`src/rtl/cpu_types_pkg.sv`:
```
// Shared CPU types: register index and primary opcode encodings.
package cpu_types_pkg;

  typedef logic [4:0] regbits_t;

  typedef enum logic [5:0] {
    RTYPE = 6'h00,
    J     = 6'h02,
    JAL   = 6'h03,
    BEQ   = 6'h04,
    BNE   = 6'h05,
    ADDIU = 6'h09,
    LW    = 6'h23,
    SW    = 6'h2B
  } opcode_t;

endpackage

```
`src/rtl/data_path_muxs_pkg.sv`:
```
// Datapath mux selections and the hazard-tracking FSM state encoding.
package data_path_muxs_pkg;

  typedef enum logic [1:0] {
    RT_DEST = 2'd0,
    RD_DEST = 2'd1,
    RA_DEST = 2'd2
  } reg_dest_mux_selection;

  typedef enum logic [1:0] {
    RUN       = 2'd0,
    LU_BUBBLE = 2'd1,
    MEM_WAIT  = 2'd2
  } hazard_state_t;

endpackage

```
`src/rtl/forward_unit_if.sv`:
```
// Forwarding-unit bundle; the dtu modport is the destination-tracking producer side.
interface forward_unit_if;
  import cpu_types_pkg::*;

  regbits_t reg_wr_mem;
  regbits_t reg_wr_wb;
  opcode_t  opcode_ID_EX;

  modport dtu (output reg_wr_mem, output reg_wr_wb, output opcode_ID_EX);
  modport fu  (input  reg_wr_mem, input  reg_wr_wb, input  opcode_ID_EX);

endinterface

```
`src/rtl/dest_stage_reg.sv`:
```
// One pipeline stage of destination/opcode tracking; bubble loads a NOP.
module dest_stage_reg
  import cpu_types_pkg::*;
(
  input  logic     CLK,
  input  logic     RST,
  input  logic     en,
  input  logic     bubble,
  input  regbits_t d_reg,
  input  opcode_t  d_op,
  output regbits_t q_reg,
  output opcode_t  q_op
);

  // Stage register: hold unless enabled, NOP on bubble.
  always_ff @(posedge CLK or posedge RST) begin
    if (RST) begin
      q_reg <= 5'd0;
      q_op  <= RTYPE;
    end else if (en) begin
      if (bubble) begin
        q_reg <= 5'd0;
        q_op  <= RTYPE;
      end else begin
        q_reg <= d_reg;
        q_op  <= d_op;
      end
    end
  end

endmodule

```
`src/rtl/dest_track_unit.sv`:
```
// Tracks in-flight destination registers through EX/MEM/WB and issues
// load-use / memory-wait stall and bubble controls.
module dest_track_unit
  import cpu_types_pkg::*;
  import data_path_muxs_pkg::*;
#(
  parameter int CNT_W = 16
) (
  input  logic                  CLK,
  input  logic                  RST,
  input  logic                  ihit,
  input  logic                  dmem_req,
  input  logic                  dhit,
  input  logic                  flush,
  input  opcode_t               id_opcode,
  input  regbits_t              id_rs,
  input  regbits_t              id_rt,
  input  regbits_t              id_rd,
  input  logic                  id_uses_rt,
  input  logic                  id_reg_wen,
  input  reg_dest_mux_selection id_reg_dest,
  output regbits_t              reg_wr_ex,
  output regbits_t              reg_wr_mem,
  output regbits_t              reg_wr_wb,
  output opcode_t               opcode_ex,
  output logic                  stall_if_id,
  output logic                  bubble_id_ex,
  output hazard_state_t         hz_state,
  output logic [CNT_W-1:0]      stall_count
);

  localparam logic [CNT_W-1:0] CNT_MAX = {CNT_W{1'b1}};
  localparam logic [CNT_W-1:0] CNT_ONE = {{(CNT_W-1){1'b0}}, 1'b1};

  regbits_t      id_dest_s;
  logic          adv_s;
  logic          lu_s;
  logic          mem_wait_s;
  regbits_t      ex_reg_s, mem_reg_s, wb_reg_s;
  opcode_t       ex_op_s, mem_op_s, wb_op_s;
  logic          unused_op_s;
  hazard_state_t state_r, next_state_s;
  logic [CNT_W-1:0] count_r;

  forward_unit_if fu_if ();

  // Destination select; a non-writing instruction tracks as register 0.
  always_comb begin
    id_dest_s = 5'd0;
    if (id_reg_wen) begin
      case (id_reg_dest)
        RT_DEST: id_dest_s = id_rt;
        RD_DEST: id_dest_s = id_rd;
        RA_DEST: id_dest_s = 5'd31;
        default: id_dest_s = 5'd0;
      endcase
    end else begin
      id_dest_s = 5'd0;
    end
  end

  assign mem_wait_s = dmem_req & ~dhit;
  assign adv_s      = ihit & ~mem_wait_s;
  assign lu_s       = (ex_op_s == LW) && (ex_reg_s != 5'd0) &&
                      ((ex_reg_s == id_rs) || (id_uses_rt && (ex_reg_s == id_rt)));

  // A flushed ID instruction is squashed anyway, so it must not also stall.
  assign bubble_id_ex = flush | lu_s;
  assign stall_if_id  = (lu_s & ~flush) | ~adv_s;

  dest_stage_reg u_ex (
    .CLK(CLK), .RST(RST), .en(adv_s), .bubble(bubble_id_ex),
    .d_reg(id_dest_s), .d_op(id_opcode), .q_reg(ex_reg_s), .q_op(ex_op_s)
  );

  dest_stage_reg u_mem (
    .CLK(CLK), .RST(RST), .en(adv_s), .bubble(1'b0),
    .d_reg(ex_reg_s), .d_op(ex_op_s), .q_reg(mem_reg_s), .q_op(mem_op_s)
  );

  dest_stage_reg u_wb (
    .CLK(CLK), .RST(RST), .en(adv_s), .bubble(1'b0),
    .d_reg(mem_reg_s), .d_op(mem_op_s), .q_reg(wb_reg_s), .q_op(wb_op_s)
  );

  assign unused_op_s = ^wb_op_s;

  assign fu_if.reg_wr_mem   = mem_reg_s;
  assign fu_if.reg_wr_wb    = wb_reg_s;
  assign fu_if.opcode_ID_EX = ex_op_s;

  assign reg_wr_ex  = ex_reg_s;
  assign reg_wr_mem = fu_if.reg_wr_mem;
  assign reg_wr_wb  = fu_if.reg_wr_wb;
  assign opcode_ex  = fu_if.opcode_ID_EX;

  // Hazard FSM state register.
  always_ff @(posedge CLK or posedge RST) begin
    if (RST) begin
      state_r <= RUN;
    end else begin
      state_r <= next_state_s;
    end
  end

  // Hazard FSM next state; a memory wait overrides a pending load-use bubble.
  always_comb begin
    next_state_s = state_r;
    case (state_r)
      RUN: begin
        if (mem_wait_s) begin
          next_state_s = MEM_WAIT;
        end else if (adv_s && lu_s && !flush) begin
          next_state_s = LU_BUBBLE;
        end else begin
          next_state_s = RUN;
        end
      end
      LU_BUBBLE: begin
        if (mem_wait_s) begin
          next_state_s = MEM_WAIT;
        end else if (adv_s) begin
          next_state_s = RUN;
        end else begin
          next_state_s = LU_BUBBLE;
        end
      end
      MEM_WAIT: begin
        if (dhit) begin
          next_state_s = RUN;
        end else begin
          next_state_s = MEM_WAIT;
        end
      end
      default: next_state_s = RUN;
    endcase
  end

  assign hz_state = state_r;

  // Lost-cycle counter; every stall cycle is a lost cycle, saturating.
  always_ff @(posedge CLK or posedge RST) begin
    if (RST) begin
      count_r <= {CNT_W{1'b0}};
    end else if (stall_if_id && (count_r != CNT_MAX)) begin
      count_r <= count_r + CNT_ONE;
    end
  end

  assign stall_count = count_r;

endmodule

```
`config.mk`:
```
export PLATFORM = sky130hd
export DESIGN_NAME = dest_track_unit
export DESIGN_NICKNAME = d
export VERILOG_FILES = /design/src/rtl/cpu_types_pkg.sv /design/src/rtl/data_path_muxs_pkg.sv /design/src/rtl/forward_unit_if.sv /design/src/rtl/dest_stage_reg.sv /design/src/rtl/dest_track_unit.sv
export SDC_FILE = /design/constraint.sdc
export NUM_CORES = 1
export LEC_CHECK = 0
export BUFFER_PORTS_ARGS = -buffer_cell sky130_fd_sc_hd__buf_2
export CELL_PAD_IN_SITES_DETAIL_PLACEMENT = 1
export CELL_PAD_IN_SITES_GLOBAL_PLACEMENT = 1
export CORE_MARGIN = 2
export CORE_UTILIZATION = 37
export CTS_CLUSTER_DIAMETER = 120
export DETAILED_ROUTE_END_ITERATION = 16
export PLACE_DENSITY = 0.84
export SLEW_MARGIN = 10
export SYNTH_ARGS = -nofsm -noshare
export SYNTH_HDL_FRONTEND = slang
export SYNTH_SLANG_ARGS = --single-unit
```
`constraint.sdc`:
```
create_clock -name CLK -period 2.2 [get_ports CLK]
set_input_delay 0.22 -clock CLK [delete_from_list [all_inputs] [get_ports CLK]]
set_output_delay 0.22 -clock CLK [all_outputs]
set_load 0.03 [all_outputs]
```
* Word-level counts from Yosys, hierarchy flattened
Cells that the tools add are included.
** Operators by class
- Add/subtract/negate cells :: 1
- Eq/ne operators :: 8
- Multiplexer cells :: 10
- Bitwise gates (word level) :: 9
- Reductions and logical operators :: 11
** Operators with widths (count)
- 16-bit by 1-bit adder with 16-bit output, second input constant :: 1
- 16-bit inequality test, second input constant :: 1
- 5-bit case mux with 3 select lines :: 1
- 5-bit == test :: 2
- 5-bit 2-to-1 mux :: 2
- 6-bit == test, second input constant :: 1
- 1-bit logical AND :: 6
- 2-bit 2-to-1 mux :: 3
- 6-bit 2-to-1 mux :: 1
- 2-bit case mux with 3 select lines :: 1
- 5-bit nonzero test :: 1
- 2-bit by 1-bit == test with 1-bit output, second input constant :: 2
- 2-bit == test, second input constant :: 2
- 2-bit logical NOT :: 2
- 1-bit inverter :: 4
- 1-bit AND :: 3
- 1-bit 2-to-1 mux :: 2
- 1-bit OR :: 2
- 1-bit logical NOT :: 1
- 1-bit logical OR :: 1
** Word-level totals
- Register bits after elaboration :: 39
- Bits of input ports :: 31
- Output and inout port bits :: 41
- Word-level logic and storage cells :: 45

* Logic depth before layout (Yosys ltp)
- Depth in word-level cells :: 9
- Gate-level depth with buffers :: 7
- Mapped depth without buffers :: 6

* By module
From an unflattened synthesis, not the netlist that was laid out.
** Unflattened totals
- Cell total of the unflattened synthesis :: 210
- Area, all modules :: 2442.3 um2
** By module, submodules not included
- dest_stage_reg :: times used 3, cells an instance 28, area each 419.2 um2, seq. area each 275.3 um2
- dest_track_unit :: times used 1, cells an instance 126, area each 1184.9 um2, seq. area each 450.4 um2

* Worst setup path before layout
No wires, ideal clock.
- Path kind :: register -> register
- Start :: register count_r[0], in the netlist stall_count[0]
- End :: register count_r[1], in the netlist stall_count[1]
- Library setup time :: 0.125 ns
- Arrival time :: 1.909 ns
- Data required time :: 2.075 ns
- Slack :: 0.166 ns
- Cell stages (with the launch flop) :: 7
- Path buffers :: 1
- Clock period less this slack :: 2.034 ns
- Cells stage by stage :: dfrtp_1 > ha_1 > clkbuf_2 > nand4_1 > nor3_4 > nor2_2 > mux2_4
** On the way
- Word-level cells in the longest chain between the ends :: 2
- Elaborated cells on any way between the ends :: 3
- Classes of those cells :: 1 x add/sub; 1 x eq/ne; 1 x reduce/logical
** Ends and longest elaborated chain
- from (decl) :: line dest_track_unit.sv:43 : logic [CNT_W-1:0] count_r;
- from (signal assigned) :: line dest_track_unit.sv:144 : count_r <= {CNT_W{1'b0}};
- from (signal assigned) :: line dest_track_unit.sv:146 : count_r <= count_r + CNT_ONE;
- parallel branches: the longest is 2 deep, another holds 16-bit by 1-bit adder with 16-bit output
Several ways; the timed one is not identified.
A chain may end at the register's enable or synchronous reset.

* Worst setup path in the final report
- Start :: register u_ex.q_reg[1]
- End :: register count_r[10], in the netlist stall_count[10]
** On the way
- Word-level cells in the longest chain between the ends :: 7
- Elaborated cells on any way between the ends :: 10
- Classes of those cells :: 2 x eq/ne; 2 x bitwise; 6 x reduce/logical
** Ends and longest elaborated chain
- from (decl) :: line dest_stage_reg.sv:11 : output regbits_t q_reg,
- from (signal assigned) :: line dest_stage_reg.sv:25 : q_reg <= d_reg;
- 5-bit == test :: line dest_track_unit.sv:65 : ((ex_reg_s == id_rs) || (id_uses_rt && (ex_reg_s == id_rt)));
- 1-bit logical AND :: line dest_track_unit.sv:65
- 1-bit logical OR :: line dest_track_unit.sv:65
- 1-bit logical AND (*) :: line dest_track_unit.sv:64 : assign lu_s = (ex_op_s == LW) && (ex_reg_s != 5'd0) &&
- 1-bit AND (*) :: line dest_track_unit.sv:69 : assign stall_if_id = (lu_s & ~flush) | ~adv_s;
- 1-bit OR (*) :: line dest_track_unit.sv:69
- 1-bit logical AND (*) :: line dest_track_unit.sv:145 : end else if (stall_if_id && (count_r != CNT_MAX)) begin
Every way passes the cells marked *; elsewhere a longest branch is shown, timed or not.

==> key figures <==
Synthesis
  – Netlist Area Pre-Place: 2030 µm²
  – Post-Syn Nets: 242
  – Mean Syn Cell Area: 9.67 µm²
  – Post-synth top area cell: dfrtp_1
  – Area contributors post-synth: dfrtp_1 (48%), nand2_1 (10%), xor2_1 (6.5%)
  – Synthesized instance count: 210
  – #FFs+latches synth: 39
  – Distinct cells, synth: 36
  – Synth top area share: 48.1%
  – Yosys Warn Count: 0
  – Sequential area share after synthesis: 48.1%

Place
  – Placed cells: 348
  – Buffers on Ports: 71
  – RePlAce Congestion: 0.818
  – HPWL Detailed: 4080 µm
  – DP Area: 2470 µm²

Floorplanning
  – Die Ht: 78.1 µm
  – Initial core utilization: 39.0%
  – Die Wd: 78.1 µm
  – # IOs: 72
  – Core area: 5200 µm²
  – Row cnt: 26
  – Die Area: 6100 µm²

Finish
  – Final Util: 50.3%
  – Post-route insts no fill: 358
  – Area grow syn2layout: 28.8%
  – Fill count: 642
  – Nets@finish: 319
  – Inserted Diodes: 0
  – Max FFs per register: 16
  – Final Cell Area: 2620 µm²
  – Share of post-route cells with drive strength above 1: 37.2%

Timing
  – Final hold vios: 0
  – Final max-slew violation count: 0
  – Fin crit period: 2.08 ns
  – Worst Tran Pin Value: 0.647 ns
  – Relative slew slack: 56.9%
  – Setup Viol. Count Final: 0
  – Final period utilization: 94.6%
  – Worst Skew: 0.00778 ns
  – Max Fclk: 480 MHz
  – Min Hold Slack: 0.0375 ns

GRT
  – Gr usage total: 19.4%
  – First-pass GRT wire length: 9250 µm
  – Global route total overflow: 0
  – Largest net degree at the start of global routing: 40
  – Vias in the first global route: 1900
  – Initial antenna violation count: 0

Critical path
  – Worst setup EP type: flop
  – Worst EP required: 2.41 ns
  – Worst Reg-to-Reg Cells: 8
  – Crit Path Class: flop to flop
  – WP data arrival: 2.30 ns
  – CP max FO: 10
  – CP Launch Type: flop

Pwr
  – Leakage: 1.29 nW
  – Tot Pwr: 2.75 mW
  – Pwr dens: 1050 nW/µm²
  – Peak supply drop: 0.486 mV

Clock tree
  – CTS tree: yes
  – CTS clk-pin slew, worst paths: 0.08 ns
  – H-tree Lvls: 2
  – Clock Sinks: 39
  – Hold Buf Count CTS: 0
  – Num CTS Buffers: 5
  – Root buffer cell: clkbuf_8
  – Clock latency on the worst-skew pair: 0.29 ns
  – Clock Path Buffers: 2

Outcome
  – Status: finished, final reports clean

Detailed routing
  – 1st-pass router iterations: 3
  – Iteration-0 DRC Markers: 49
  – Post-route ant nets: 0
  – Residual DRC: 0
  – Via count: 1789
  – DR WL/cell: 15.3 µm
  – Vias per cell: 5.00
  – Routed WL: 5490 µm

Flow run
  – Max-cap violations: 0

Min path
  – Hold WC Path Type: primary input to asynchronous set/reset pin
==> cell usage after synthesis (all sizes together) <==
master   count
nor3        12
nand2       55
inv          8
mux2i        1
o2111ai      1
a41o         1
a21oi        2
dfrtp       39
mux2         1
o311ai       5
ha           1
o22ai        1
buf          4
nor3b        1
and3         4
nand4        5
and2         1
nand2b       3
and4b        2
xnor2       10
o21ai       16
clkbuf       5
nor4         2
xor2        15
nor2         6
nand3        9
==> final timing paths <==
check                                          start                     endpoint  slack (ns)
max                        u_ex.q_reg[1]$_DFFE_PP0P_  stall_count[10]$_DFFE_PP0P_        0.12
min                                              RST     u_ex.q_op[1]$_DFFE_PP0P_        0.04
max reg2reg                u_ex.q_reg[1]$_DFFE_PP0P_  stall_count[10]$_DFFE_PP0P_        0.12
min reg2reg                u_wb.q_reg[2]$_DFFE_PP0P_    u_wb.q_reg[2]$_DFFE_PP0P_        0.48
max in group asynchronous                        RST    u_ex.q_reg[4]$_DFFE_PP0P_        1.80
min in group CLK                                dhit        hz_state[1]$_DFF_PP0_        0.08
==> worst max-delay path, stage by stage, from the launching register on <==
cell and delay (ns):
dfrtp_1 0.46, xnor2_1 0.19, nand4_1 0.20, o22ai_4 0.25
a21oi_4 0.10, buf_4 0.19, buf_4 0.17, nor4_2 0.27
xor2_1 0.17
==> per-layer routing <==
| metal | routed length (µm) | GRT usage (%) | vias to the layer above |
|---|---|---|---|
| met5 | 0 | 0 | - |
| met4 | 67 | 5.26 | 0 |
| met3 | 340 | 5.40 | 6 |
| met2 | 2750 | 33.4 | 57 |
| met1 | 2320 | 23.8 | 864 |
| li1 | - | - | 862 |
==> what timing repair did <==
action                                  CTS  global route
endpoints found under the hold margin     0             0
gates cloned                              0             0
endpoints found under the setup margin    1             1
pin swaps                                 1             0
setup buffers                             2             0
resized for setup                         0             2
==> power breakdown <==
| group | switching [mW] | internal [mW] | leakage, nW |
|---|---|---|---|
| clock | 0.261 | 0.367 | 0.0612 |
| sequential | 0.218 | 0.883 | 0.485 |
| combinational | 0.683 | 0.334 | 0.747 |
| total | 1.16 | 1.58 | 1.29 |
==> cells by family (layout without fill, tap and decap cells) <==
family                   count (synthesis)  in the layout  synth area share, %
buffers and inverters                   17             95                 3.63
adder cells (fa/ha/maj)                  1              1                0.616
multiplexers                             2              2                 1.23
AND/OR/NAND/NOR                        100            100                 26.7
AO/OA/AOI/OAI                           26             26                 9.00
flip-flops                              39             39                 48.1
XOR/XNOR                                25             25                 10.8
==> layout make-up <==
type	instances	area, µm²	share of cell area, %
Clock buffer	6	82.6	3.16
Clock inverter	2	35.0	1.34
Inverter	8	30.0	1.15
Multi-Input combinational cell	154	988	37.8
Sequential cell	39	977	37.4
Tap cell	70	87.6	3.35
Timing Repair Buffer	79	415	15.9
==> layout by cell type, fill, tap and decap left out, types with 6 or more instances in the layout <==
cell type  instances
buf_2             71
buf_4              8
clkbuf_8           6
dfrtp_1           38
inv_1              8
nand2_1           55
nand3_1            9
nor3_2             8
o21ai_0           16
xnor2_1           10
xor2_1            15
==> metrics by stage <==
step	setup slack, ns	setup TNS [ns]
floorplan	0.166	0
global placement	0.251	0
detailed placement	0.160	0
CTS	0.121	0
global route	-0.0394	-0.0419
finish	0.118	0
No activity file was read; power rests on OpenSTA's default activity.
